==> config.mk <==
export PLATFORM = sky130hd
export DESIGN_NAME = debug_ram_wr_arbiter
export DESIGN_NICKNAME = d
export VERILOG_FILES = /design/src/rtl/debug_ram_pkg.sv /design/src/rtl/rr_pick.sv /design/src/rtl/debug_ram_wr_arbiter.sv
export SDC_FILE = /design/constraint.sdc
export NUM_CORES = 1
export LEC_CHECK = 0
export ABC_AREA = 1
export BUFFER_PORTS_ARGS = -buffer_cell sky130_fd_sc_hd__buf_2
export CAP_MARGIN = 20
export CORE_MARGIN = 2
export CORE_UTILIZATION = 40
export CTS_BUF_LIST = sky130_fd_sc_hd__clkbuf_8
export DETAILED_ROUTE_END_ITERATION = 16
export GPL_TIMING_DRIVEN = 0
export PLACE_DENSITY = 0.7
export SETUP_SLACK_MARGIN = 0.15
export SLEW_MARGIN = 20
export SYNTH_ARGS = -nofsm -noshare
export SYNTH_HDL_FRONTEND = slang
export SYNTH_SLANG_ARGS = --single-unit
export TNS_END_PERCENT = 50
==> constraint.sdc <==
create_clock -name clk -period 1.8 [get_ports clk]
set_clock_uncertainty 0.15 [all_clocks]
set_input_delay 0.36 -clock clk [delete_from_list [all_inputs] [get_ports clk]]
set_output_delay 0.36 -clock clk [all_outputs]
set_load 0.05 [all_outputs]
==> src/rtl/debug_ram_pkg.sv <==
// Shared constants and arbiter state encoding for the debug RAM write path.
package debug_ram_pkg;

  localparam int DEBUG_RAM_ADDR_W = 10;
  localparam int DEBUG_RAM_DATA_W = 8;

  typedef enum logic {
    ARB_IDLE  = 1'b0,
    ARB_GRANT = 1'b1
  } arb_state_t;

endpackage

==> src/rtl/rr_pick.sv <==
// Combinational round-robin picker: first set request at or after ptr, wrapping.
module rr_pick #(
  parameter int N_REQ = 2,
  parameter int IDX_W = $clog2(N_REQ)
) (
  input  logic [N_REQ-1:0] req,
  input  logic [IDX_W-1:0] ptr,
  output logic [IDX_W-1:0] winner,
  output logic             any
);

  always_comb begin
    logic [IDX_W-1:0] idx;
    winner = '0;
    any    = |req;
    idx    = '0;
    // Walk from the farthest offset back to ptr so the nearest request wins.
    for (int k = N_REQ - 1; k >= 0; k--) begin
      idx = IDX_W'((int'(ptr) + k) % N_REQ);
      if (req[idx]) winner = idx;
    end
  end

endmodule

==> src/rtl/debug_ram_wr_arbiter.sv <==
// Round-robin burst arbiter sharing the debug RAM write port A among producers.
module debug_ram_wr_arbiter
  import debug_ram_pkg::*;
#(
  parameter int N_REQ     = 2,
  parameter int ADDR_W    = DEBUG_RAM_ADDR_W,
  parameter int DATA_W    = DEBUG_RAM_DATA_W,
  parameter int MAX_BURST = 16,
  parameter int STALL_MAX = 8
) (
  input  logic                       clk,
  input  logic                       rst_n,
  input  logic [N_REQ-1:0]           req_valid,
  output logic [N_REQ-1:0]           req_ready,
  input  logic [N_REQ-1:0]           req_last,
  input  logic [N_REQ*ADDR_W-1:0]    req_addr,
  input  logic [N_REQ*DATA_W-1:0]    req_data,
  output logic                       ram_en,
  output logic [ADDR_W-1:0]          ram_addr,
  output logic [DATA_W-1:0]          ram_data,
  output logic                       busy,
  output logic [$clog2(N_REQ)-1:0]   grant_id
);

  localparam int IDX_W   = $clog2(N_REQ);
  localparam int BEAT_W  = $clog2(MAX_BURST + 1);
  localparam int STALL_W = $clog2(STALL_MAX + 1);

  arb_state_t         state;
  logic [IDX_W-1:0]   owner;
  logic [IDX_W-1:0]   rr_ptr;
  logic [IDX_W-1:0]   pick_idx;
  logic               pick_any;
  logic [BEAT_W-1:0]  beat_cnt;
  logic [STALL_W-1:0] stall_cnt;

  logic               accept_p0;
  logic               end_burst_p0;
  logic               stall_rel_p0;
  logic [BEAT_W-1:0]  beat_nxt_p0;
  logic [STALL_W-1:0] stall_nxt_p0;
  logic [IDX_W-1:0]   next_ptr_p0;
  logic [ADDR_W-1:0]  owner_addr_p0;
  logic [DATA_W-1:0]  owner_data_p0;

  rr_pick #(
    .N_REQ (N_REQ),
    .IDX_W (IDX_W)
  ) u_pick (
    .req    (req_valid),
    .ptr    (rr_ptr),
    .winner (pick_idx),
    .any    (pick_any)
  );

  always_comb begin
    req_ready = '0;
    if (state == ARB_GRANT) req_ready[owner] = 1'b1;
  end

  // Stage p0: owner beat selection and release decision
  assign accept_p0     = (state == ARB_GRANT) && req_valid[owner];
  assign owner_addr_p0 = req_addr[int'(owner)*ADDR_W +: ADDR_W];
  assign owner_data_p0 = req_data[int'(owner)*DATA_W +: DATA_W];
  assign beat_nxt_p0   = beat_cnt + BEAT_W'(1);
  assign stall_nxt_p0  = stall_cnt + STALL_W'(1);
  assign end_burst_p0  = req_last[owner] || (beat_nxt_p0 == BEAT_W'(MAX_BURST));
  assign stall_rel_p0  = (stall_nxt_p0 == STALL_W'(STALL_MAX));
  assign next_ptr_p0   = (owner == IDX_W'(N_REQ - 1)) ? '0 : owner + IDX_W'(1);

  // Stage p1: registered RAM port, FSM and counters
  always_ff @(posedge clk or negedge rst_n) begin
    if (!rst_n) begin
      state     <= ARB_IDLE;
      owner     <= '0;
      rr_ptr    <= '0;
      beat_cnt  <= '0;
      stall_cnt <= '0;
      busy      <= 1'b0;
      grant_id  <= '0;
      ram_en    <= 1'b0;
      ram_addr  <= '0;
      ram_data  <= '0;
    end else begin
      ram_en <= 1'b0;
      case (state)
        ARB_IDLE: begin
          if (pick_any) begin
            state     <= ARB_GRANT;
            owner     <= pick_idx;
            grant_id  <= pick_idx;
            busy      <= 1'b1;
            beat_cnt  <= '0;
            stall_cnt <= '0;
          end
        end
        ARB_GRANT: begin
          if (accept_p0) begin
            ram_en    <= 1'b1;
            ram_addr  <= owner_addr_p0;
            ram_data  <= owner_data_p0;
            beat_cnt  <= beat_nxt_p0;
            stall_cnt <= '0;
            if (end_burst_p0) begin
              state  <= ARB_IDLE;
              busy   <= 1'b0;
              rr_ptr <= next_ptr_p0;
            end
          end else begin
            stall_cnt <= stall_nxt_p0;
            if (stall_rel_p0) begin
              state  <= ARB_IDLE;
              busy   <= 1'b0;
              rr_ptr <= next_ptr_p0;
            end
          end
        end
        default: state <= ARB_IDLE;
      endcase
    end
  end

endmodule

==> impl_results.md, run 1 <==
* Mapped Area at ~1700 um^2
* Post-Layout Inst Area at 2380 um^2
* Fmax at ~0.57 GHz
* Reg-to-Reg Start: owner$_DFFE_PN0P_
* Clk pin slew, worst setup/hold paths at 0.07 ns
* Core area at approximately 4100 um^2
* CP Class: reg2out
* Synth warnings at 0
* Largest family of logic cells by synthesized area: simple AND/OR/NAND/NOR gates
* Syn nets at 233
* Crit path time final at ~1.8 ns
* Final hold violation count at 0
* Hold depth at 3
* Static leakage power at ~1.1 nW
* Worst-Skew Late Latency at 0.28 ns
* Routed len/inst at approximately 13 um
* Row Count at 23
* Root buffer cell: clkbuf_8
* Startpoint types: flop
* Crit path capture type: output pin
* Normalized max-slew margin at 51.8%
* Max VDD drop at between 0.9 and 1 mV
* Pwr/cell area at about 2100 nW/um^2
* Synth Area in Adders at 1.46%
* Yosys top cell by area: dfrtp_1
* Internal power at ~2.5 mW
* Clock power frac at 11.4%
* Min-delay src: req_data[5]
* Seq pwr share at between 20% and 30%
* P&R area growth vs syn at 39.0%
* RSZ-0062 raised after global routing: true
* Clk buf depth at 2
* Min-Delay Path Class: in2reg
* Drt total wl at a little over 4 mm
* Largest net degree at the start of global routing at 33
* Comb pwr share at between 60% and 70%
* Post-synth EDFFs at 0
* Placer congestion estimate at 0.801
* Die H at slightly below 70 um
* Via count at approximately 1600
* TritonCTS Buffers at 5
* Vias in the first global route at 1434
* Ratio of cells with drive above 1 in the final layout at between 40% and 50%
* Avg Cell Area, Syn at 9.08 um^2
* Yosys cell types at 27
* Internal reg-to-reg setup slack at 0.15 ns
* Outcome: finished, final reports clean
* H-tree levels at 2
* R2R Path End: beat_cnt[3]$_DFFE_PN0P_
* Post-synth ARST share at 100%
* Compound-Gate Fraction of Synth Area at between 10% and 20%
* Power Total at between 4 and 5 mW
* Grt ovf at 0
* Post-Syn Instances at approximately 190
* Worst R2R Path Depth at 7
* Antenna viol nets, final at 0
* Critical path peak fanout at 3
* Final setup vio count at 0
* CTS tree: yes
* Fillers at 351
* Post-DR vias/cell at 4.93
* Commonest non-fill, non-tap cells in the layout: nand2_1 (62), buf_2 (62), dfrtp_1 (30), a31oi_2 (18), nor2_2 (13)
* Req. time, crit path at between 1 and 1.5 ns
* Die Wd at 69.5 um
* Post-Place Cell Area at approximately 2100 um^2
* Post-synth top area share at between 40% and 50%
* Initial Utilization at 42.3%
* Main area contributors after synthesis: dfrtp_1 (47%), nand2_1 (14%), a31oi_2 (13%), nor2_2 (3.6%), nand3_1 (2.9%)
* Mux contribution to synthesized area at 0%
* Tcrit/Tclk final at 97.7%
* Final Util at 58.8%
* First-pass GRT wire length at around 6.5 mm
* Slew Viols, Final at 0
* Nets at around 310
* Total GRT Usage at 16.8%
* Post-Synth Simple-Gate Area at approximately 26%
* Initial antenna violation count at 0
* Setup_tns at 0 ns
* DP Wirelength at between 2 and 3 mm
* Drt drc at 0
* Initial drt markers at 56
* WP data arrival at roughly 1.3 ns
* Top-level I/O count at 65
* NetSw at 2.52 mW
* Hold EP: ram_data[5]$_DFFE_PN0P_
* Full die area at approximately 4800 um^2
* Worst slew pin tran at 0.718 ns
* Worst hold slack at roughly 0.2 ns
* Drt pass-1 iters at 4
* Sequential area share after synthesis at a little under half
* Area share of xor/xnor cells in the synthesized design at 0%
* Net Sw Frac at ~51%
* Max-cap violations at 0
* CTS Sinks at 32
* Synth Flop Type: dfrtp_1
* Antenna Cells at 0
* PortBufs at 64
* Synthesized flop and latch total at 32
-- registers in the layout, indices dropped and copies added, names as in the netlist --
| signal | count |
|---|---|
| ram_addr | 10 |
| ram_data | 8 |
| beat_cnt | 5 |
| stall_cnt | 4 |
| busy | 1 |
| owner | 1 |
| ram_en | 1 |
| rr_ptr | 1 |
| state | 1 |
-- what timing repair did --
| action | 4_1_cts | 5_1_grt |
|---|---|---|
| cloned | 0 | 1 |
| gates resized for setup | 7 | 15 |
| setup endpoints to repair | 2 | 24 |
| hold buffers | 1 | 0 |
| pin swaps | 0 | 1 |
| hold endpoints to repair | 7 | 0 |
| setup buffers | 3 | 4 |
-- layer usage --
metal	up-vias	global-route usage (%)	share of wire, %
li1	790	-	-
met5	-	0	0
met3	7	4.94	6.4
met4	0	7.19	1.6
met2	48	27.7	50
met1	734	20.4	42
-- cell usage after synthesis, types with 2 or more instances --
cell	n
nand2_1	64
dfrtp_1	32
a31oi_2	18
nor2_1	12
nand3_1	10
nor2_2	10
inv_1	8
o21ai_0	6
buf_6	4
nand4_1	3
a21oi_1	2
a22o_1	2
buf_4	2
clkbuf_1	2
ha_1	2
-- cells by family (layout without fill, tap and decap cells) --
logic type | after synthesis | count (layout)
simple gates | 102 | 102
compound gates | 34 | 34
flops | 32 | 32
buf+inv | 19 | 100
fa+ha+maj | 2 | 2
-- worst max path at each step --
stage,from,end,slack [ns],cells past startpoint
2_1_floorplan,owner$_DFFE_PN0P_,req_ready[1],0.15,4
3_3_place_gp,owner$_DFFE_PN0P_,req_ready[1],0.23,5
3_5_place_dp,beat_cnt[0]$_DFFE_PN0P_,busy$_DFFE_PN0P_,0.21,10
4_1_cts,owner$_DFFE_PN0P_,req_ready[1],0.03,5
5_1_grt,owner$_DFFE_PN0P_,req_ready[1],0.005,5
6_report,owner$_DFFE_PN0P_,req_ready[1],0.04,5
-- final cells by class --
cell class	count	area [um^2]	area share [%]
clock buffers	6	82.6	3.46
well taps	50	62.6	2.62
flip-flops and latches	32	803	33.7
repair buffers	73	424	17.8
inverters	10	48.8	2.05
plain buffers	9	116	4.88
multi-input cells	138	837	35.1
clock inverters	2	10.0	0.420
-- power by group through the flow --
stage	registers (mW)	logic [mW]	clock network [mW]
6_report	1.33	3.09	0.567
5_1_grt	1.38	3.30	0.611
4_1_cts	1.31	2.87	0.581
3_5_place_dp	1.32	2.75	0
3_3_place_gp	1.30	2.72	0
2_1_floorplan	2.11	1.35	0
-- worst max-delay path, stage by stage (launching register included) --
cell	delay, ns
dfrtp_2	0.41
buf_6	0.12
clkbuf_16	0.14
nand2_4	0.07
clkinvlp_4	0.08
buf_8	0.15
-- per-stage QoR --
stage | cells | worst slack [ns]
floorplan | 189 | 0.151
global placement | 303 | 0.235
detailed placement | 303 | 0.205
CTS | 315 | 0.0317
global route | 320 | 0.00490
finish | 320 | 0.0423
Power figures use the tool's default switching activity.
==> run 2: changes to the inputs <==
PLACE_DENSITY = 0.73   (was 0.7)
clock period = 1.4 ns   (was 1.8 ns; I/O delays follow)
==> impl_results.md, run 2 (same netlist as run 1, synthesis figures left out) <==
* Outcome: complete, but fails checks
* Violated checks: negative hold slack, negative setup slack
* Initial drt markers at between 90 and 100
* Slew Viols, Final at 0
* Req. time, crit path at about 0.97 ns
* First-pass GRT wire length at 6.72 mm
* Internal power at around 3.5 mW
* PortBufs at 64
* Final hold violation count at 32
* Final setup vio count at 31
* Seq pwr share at 25.2%
* Power Total at 6.79 mW
* RSZ-0062 raised after global routing: true
* Largest Register: ram_addr
* Nets at approximately 310
* Top delay family on crit path: buffers and inverters
* Placer congestion estimate at roughly 0.77
* Max reg flops at 10
* Top-level I/O count at 65
* Critical path's largest stage delay at approximately 0.40 ns
* Core area at 4060 um^2
* Normalized max-slew margin at between 50% and 60%
* Most common cell after layout, fill and taps aside: nand2_1
* Final setup margin at -0.255 ns
* Largest net degree at the start of global routing at 33
* Die H at a little under 70 um
* Vias in the first global route at roughly 1600
* Antenna Cells at 0
* CTS Sinks at 32
* Clock power frac at roughly 13%
* CP Class: reg2out
* Antenna viol nets, final at 0
* Crit path cell chain: buf_6 > clkbuf_16 > nand2_4 > clkinvlp_4 > buf_8
* Commonest non-fill, non-tap cells in the layout: nand2_1 (61), buf_2 (55), dfrtp_1 (30), a31oi_2 (18), nor2_2 (17)
* Initial Utilization at between 40% and 50%
* Via count at between 1500 and 2000
* Min-Delay Path Class: in2async
* Fmax at approximately 0.60 GHz
* H-tree levels at 2
* Net Sw Frac at slightly below 50%
* Max VDD drop at around 1.3 mV
* Pwr/cell area at ~2700 nW/um^2
* Top Registers: ram_addr x10, ram_data x8, beat_cnt x5
* Clk buf depth at 2
* Startpoint types: flop
* Grt ovf at 0
* Non-filler cells, final at about 320
* Die Wd at about 69 um
* Worst Path Buf+Inv at 4
* Ratio of cells with drive above 1 in the final layout at 52.8%
* WP data arrival at approximately 1.2 ns
* Tcrit/Tclk final at 118%
* Row Count at 23
* P&R area growth vs syn at 44.4%
* TritonCTS Buffers at 5
* CP max stage cell: dfrtp_2
* Static leakage power at between 1 and 1.5 nW
* Worst-Skew Late Latency at approximately 0.28 ns
* Post-DR vias/cell at a little under 5
* Worst slew pin tran at approximately 0.72 ns
* Initial antenna violation count at 0
* Clk pin slew, worst setup/hold paths at around 0.06 ns
* Drt pass-1 iters at 4
* Total GRT Usage at between 10% and 20%
* Root buffer cell: clkbuf_8
* Worst hold slack at -0.0958 ns
* Critical path peak fanout at 3
* Crit path time final at between 1.5 and 2 ns
* Crit path capture type: output pin
* Routed len/inst at 13.0 um
* Inst Count DP at approximately 300
* Max-cap violations at 0
* NetSw at 3.33 mW
* Final Util at 61.1%
* CTS tree: yes
* Drt drc at 0
* DP Wirelength at around 2.7 mm
* Full die area at 4830 um^2
* Comb pwr share at between 60 and 70%
* Drt total wl at 4.16 mm
==> run 2: cell types whose count changed in the layout (fill, tap and decap cells not counted), moves of 4 or more <==
cell / previous run / this run
buf_4: 8 / 14
nor2_1: 8 / 1
buf_2: 62 / 55
nor2_2: 13 / 17
==> run 2: through the flow <==
step / setup WS, ns / setup TNS [ns] / area (um^2)
2_1_floorplan: -0.153 / -3.58 / 1780
3_3_place_gp: -0.139 / -1.49 / 2160
3_5_place_dp: -0.180 / -1.95 / 2160
4_1_cts: -0.270 / -4.96 / 2400
5_1_grt: -0.302 / -7.81 / 2480
6_report: -0.255 / -5.52 / 2480
==> run 2: worst paths after layout <==
kind,start,to,slack [ns],depth (start not counted)
max,owner$_DFFE_PN0P_,req_ready[1],-0.25,5
min,rst_n,ram_addr[5]$_DFFE_PN0P_,-0.1,1
max reg2reg,owner$_DFFE_PN0P_,ram_data[1]$_DFFE_PN0P_,-0.22,7
min reg2reg,rr_ptr$_DFFE_PN0P_,rr_ptr$_DFFE_PN0P_,0.32,2
max in group asynchronous,rst_n,owner$_DFFE_PN0P_,0.68,1
min in group clk,req_data[6],ram_data[6]$_DFFE_PN0P_,0.11,3
==> run 2: what timing repair did <==
action / CTS / global route
gates cloned: 0 / 1
endpoints found under the setup margin: 54 / 55
pin swaps: 1 / 4
resized for setup: 30 / 10
endpoints found under the hold margin: 32 / 32
buffers inserted: 5 / 4
==> run 2: layout make-up <==
class | instances | area [um^2]
Buffer | 9 | 125
Multi-Input combinational cell | 138 | 872
Timing Repair Buffer | 74 | 458
Clock inverter | 3 | 38.8
Fill cell | 347 | 1580
Clock buffer | 5 | 68.8
Sequential cell | 32 | 803
Inverter | 10 | 48.8
Tap cell | 50 | 62.6
==> run 2: per-layer routing <==
| layer | part of all wire (%) | global-route usage, % | wire (um) | vias to the layer above |
|---|---|---|---|---|
| met3 | 6.8 | 4.36 | 283 | 7 |
| li1 | - | - | - | 793 |
| met2 | 50 | 29.4 | 2080 | 59 |
| met1 | 42 | 20.9 | 1750 | 716 |
| met4 | 1.1 | 5.88 | 46 | 0 |
| met5 | 0 | 0 | 0 | - |
==> run 2: power groups by stage <==
stage | clock network, mW | logic [mW] | registers [mW]
after floorplan | 0 | 1.83 | 2.74
after global placement | 0 | 3.58 | 1.70
after detailed placement | 0 | 3.61 | 1.71
after CTS | 0.868 | 4.00 | 1.71
after global routing | 0.907 | 4.52 | 1.76
final | 0.854 | 4.22 | 1.71
==> run 3: changes to the inputs <==
SETUP_SLACK_MARGIN = 0.05   (was 0.15)
==> impl_results.md, run 3 (same netlist as run 1, synthesis figures left out) <==
* Drt total wl at 4.24 mm
* Initial drt markers at 54
* Pwr/cell area at approximately 2700 nW/um^2
* Worst R2R Path Depth at 8
* Final hold violation count at 0
* CP max stage cell: dfrtp_2
* WP data arrival at 1.24 ns
* Seq pwr share at ~25%
* Crit path capture type: output pin
* Critical path peak fanout at 3
* Reg-to-Reg Start: owner$_DFFE_PN0P_
* Worst slew pin tran at approximately 0.44 ns
* Max-cap violations at 0
* Antenna Cells at 0
* Most common cell after layout, fill and taps aside: nand2_1
* Comb pwr share at between 60% and 70%
* Static leakage power at between 1 and 1.5 nW
* Non-filler cells, final at 323
* H-tree levels at 2
* Max reg flops at 10
* Worst hold slack at approximately 0.11 ns
* CP Class: reg2out
* Tcrit/Tclk final at 119%
* NetSw at ~3.5 mW
* Clk pin slew, worst setup/hold paths at 0.07 ns
* TritonCTS Buffers at 5
* Outcome: complete, but fails checks
* Critical path's largest stage delay at between 0.4 and 0.5 ns
* Largest Register: ram_addr
* Top-level I/O count at 65
* Final Util at between 60% and 70%
* DP Wirelength at 2.88 mm
* Nets at roughly 320
* Inst Count DP at 303
* Top Registers: ram_addr x10, ram_data x8, beat_cnt x5
* Drt pass-1 iters at 4
* Largest net degree at the start of global routing at 33
* Violated checks: negative setup slack
* Core area at 4060 um^2
* Die Wd at ~69 um
* Req. time, crit path at 0.97 ns
* CTS Sinks at 32
* Final setup vio count at 30
* Row Count at 23
* Internal power at roughly 3.6 mW
* Ratio of cells with drive above 1 in the final layout at 55.7%
* Slew Viols, Final at 0
* Grt ovf at 0
* Clock power frac at about an eighth
* Total GRT Usage at 17.9%
* Min-delay src: req_addr[6]
* Internal reg-to-reg setup slack at -0.22 ns
* Drt drc at 0
* Routed len/inst at 13.1 um
* Antenna viol nets, final at 0
* Commonest non-fill, non-tap cells in the layout: nand2_1 (60), buf_2 (51), dfrtp_1 (30), a31oi_2 (18), nor2_2 (15)
* CTS tree: yes
* Final setup margin at -0.268 ns
* Min-Delay Path Class: in2reg
* Worst-Skew Late Latency at about 0.28 ns
* Via count at ~1600
* First-pass GRT wire length at about 6.9 mm
* Net Sw Frac at between 40 and 50%
* Clk buf depth at 2
* Power Total at 7.08 mW
* Fmax at ~0.6 GHz
* Post-Place Cell Area at around 2200 um^2
* Normalized max-slew margin at 70.8%
* R2R Path End: ram_data[0]$_DFFE_PN0P_
* P&R area growth vs syn at 50.9%
* Root buffer cell: clkbuf_8
* Full die area at between 4000 and 5000 um^2
* Die H at around 70 um
* Max VDD drop at between 1 and 1.5 mV
* RSZ-0062 raised after global routing: true
* Vias in the first global route at about 1500
* Hold EP: ram_addr[6]$_DFFE_PN0P_
* Crit path cell chain: buf_6 > clkbuf_16 > nand2_4 > clkinvlp_4 > buf_8
* Fillers at ~320
* Initial antenna violation count at 0
* Initial Utilization at a little over two fifths
* Post-Layout Inst Area at about 2600 um^2
* Post-DR vias/cell at just under 5
* Startpoint types: flop
* Crit path time final at approximately 1.7 ns
* PortBufs at 64
* Placer congestion estimate at 0.850
* Hold depth at 3
==> run 3: cell types whose count changed in the layout (fill, tap and decap cells not counted), moves of 2 or more <==
| cell | previous run | this run |
|---|---|---|
| clkbuf_4 | 0 | 3 |
| nor2_2 | 17 | 15 |
| nor2_4 | 4 | 7 |
| inv_1 | 8 | 6 |
| buf_2 | 55 | 51 |
==> run 3: per-layer routing <==
layer / vias to the layer above / track usage, % / wire length, um
met5: - / 0 / 0
met4: 0 / 9.80 / 29
met3: 2 / 4.36 / 246
met2: 49 / 30.0 / 2070
met1: 745 / 21.0 / 1900
li1: 799 / - / -
==> run 3: how the worst max path moves through the flow <==
| stage | start | endpoint | slack [ns] | cells after the start |
|---|---|---|---|---|
| 6_report | owner$_DFFE_PN0P_ | req_ready[1] | -0.27 | 5 |
| 5_1_grt | owner$_DFFE_PN0P_ | req_ready[1] | -0.31 | 5 |
| 4_1_cts | owner$_DFFE_PN0P_ | req_ready[1] | -0.28 | 5 |
| 3_5_place_dp | beat_cnt[0]$_DFFE_PN0P_ | busy$_DFFE_PN0P_ | -0.17 | 10 |
| 3_3_place_gp | beat_cnt[0]$_DFFE_PN0P_ | busy$_DFFE_PN0P_ | -0.13 | 10 |
| 2_1_floorplan | owner$_DFFE_PN0P_ | req_ready[1] | -0.15 | 4 |
==> run 3: layout make-up <==
type / instances / area, um^2 / share of cell area (%)
buffer: 9 / 135 / 5.22
clock buffer: 5 / 68.8 / 2.66
clock inverter: 3 / 42.5 / 1.64
inverter: 10 / 53.8 / 2.08
multi-input combinational: 138 / 912 / 35.2
sequential: 32 / 803 / 31.0
tap: 50 / 62.6 / 2.42
timing repair buffer: 76 / 510 / 19.7
==> run 3: stage by stage <==
stage          setup TNS, ns  worst slack (ns)
3_5_place_dp           -2.31            -0.175
4_1_cts                -5.30            -0.281
5_1_grt                -6.93            -0.308
6_report               -5.31            -0.268
2_1_floorplan          -3.58            -0.153
3_3_place_gp           -1.77            -0.133
==> run 3: what timing repair did <==
action                     in CTS  in global routing
gates cloned                    0                  2
gates resized for setup        26                 41
setup endpoints to repair      42                 84
pin swaps                       0                  3
setup buffers                   5                  4
hold endpoints to repair       32                  0
hold buffers                    1                  0
==> run 3: critical path: cells and delay by family, from the launching register on <==
| kind | cells | cell delay [ns] |
|---|---|---|
| buf+inv | 4 | 0.49 |
| simple gates | 1 | 0.06 |
| flops | 1 | 0.41 |
==> run 3: power by group through the flow <==
stage / sequential [mW] / combinational (mW) / clock, mW
3_5_place_dp: 1.70 / 3.64 / 0
3_3_place_gp: 1.70 / 3.57 / 0
4_1_cts: 1.71 / 3.98 / 0.898
5_1_grt: 1.79 / 4.76 / 0.945
6_report: 1.73 / 4.47 / 0.879
2_1_floorplan: 2.74 / 1.83 / 0
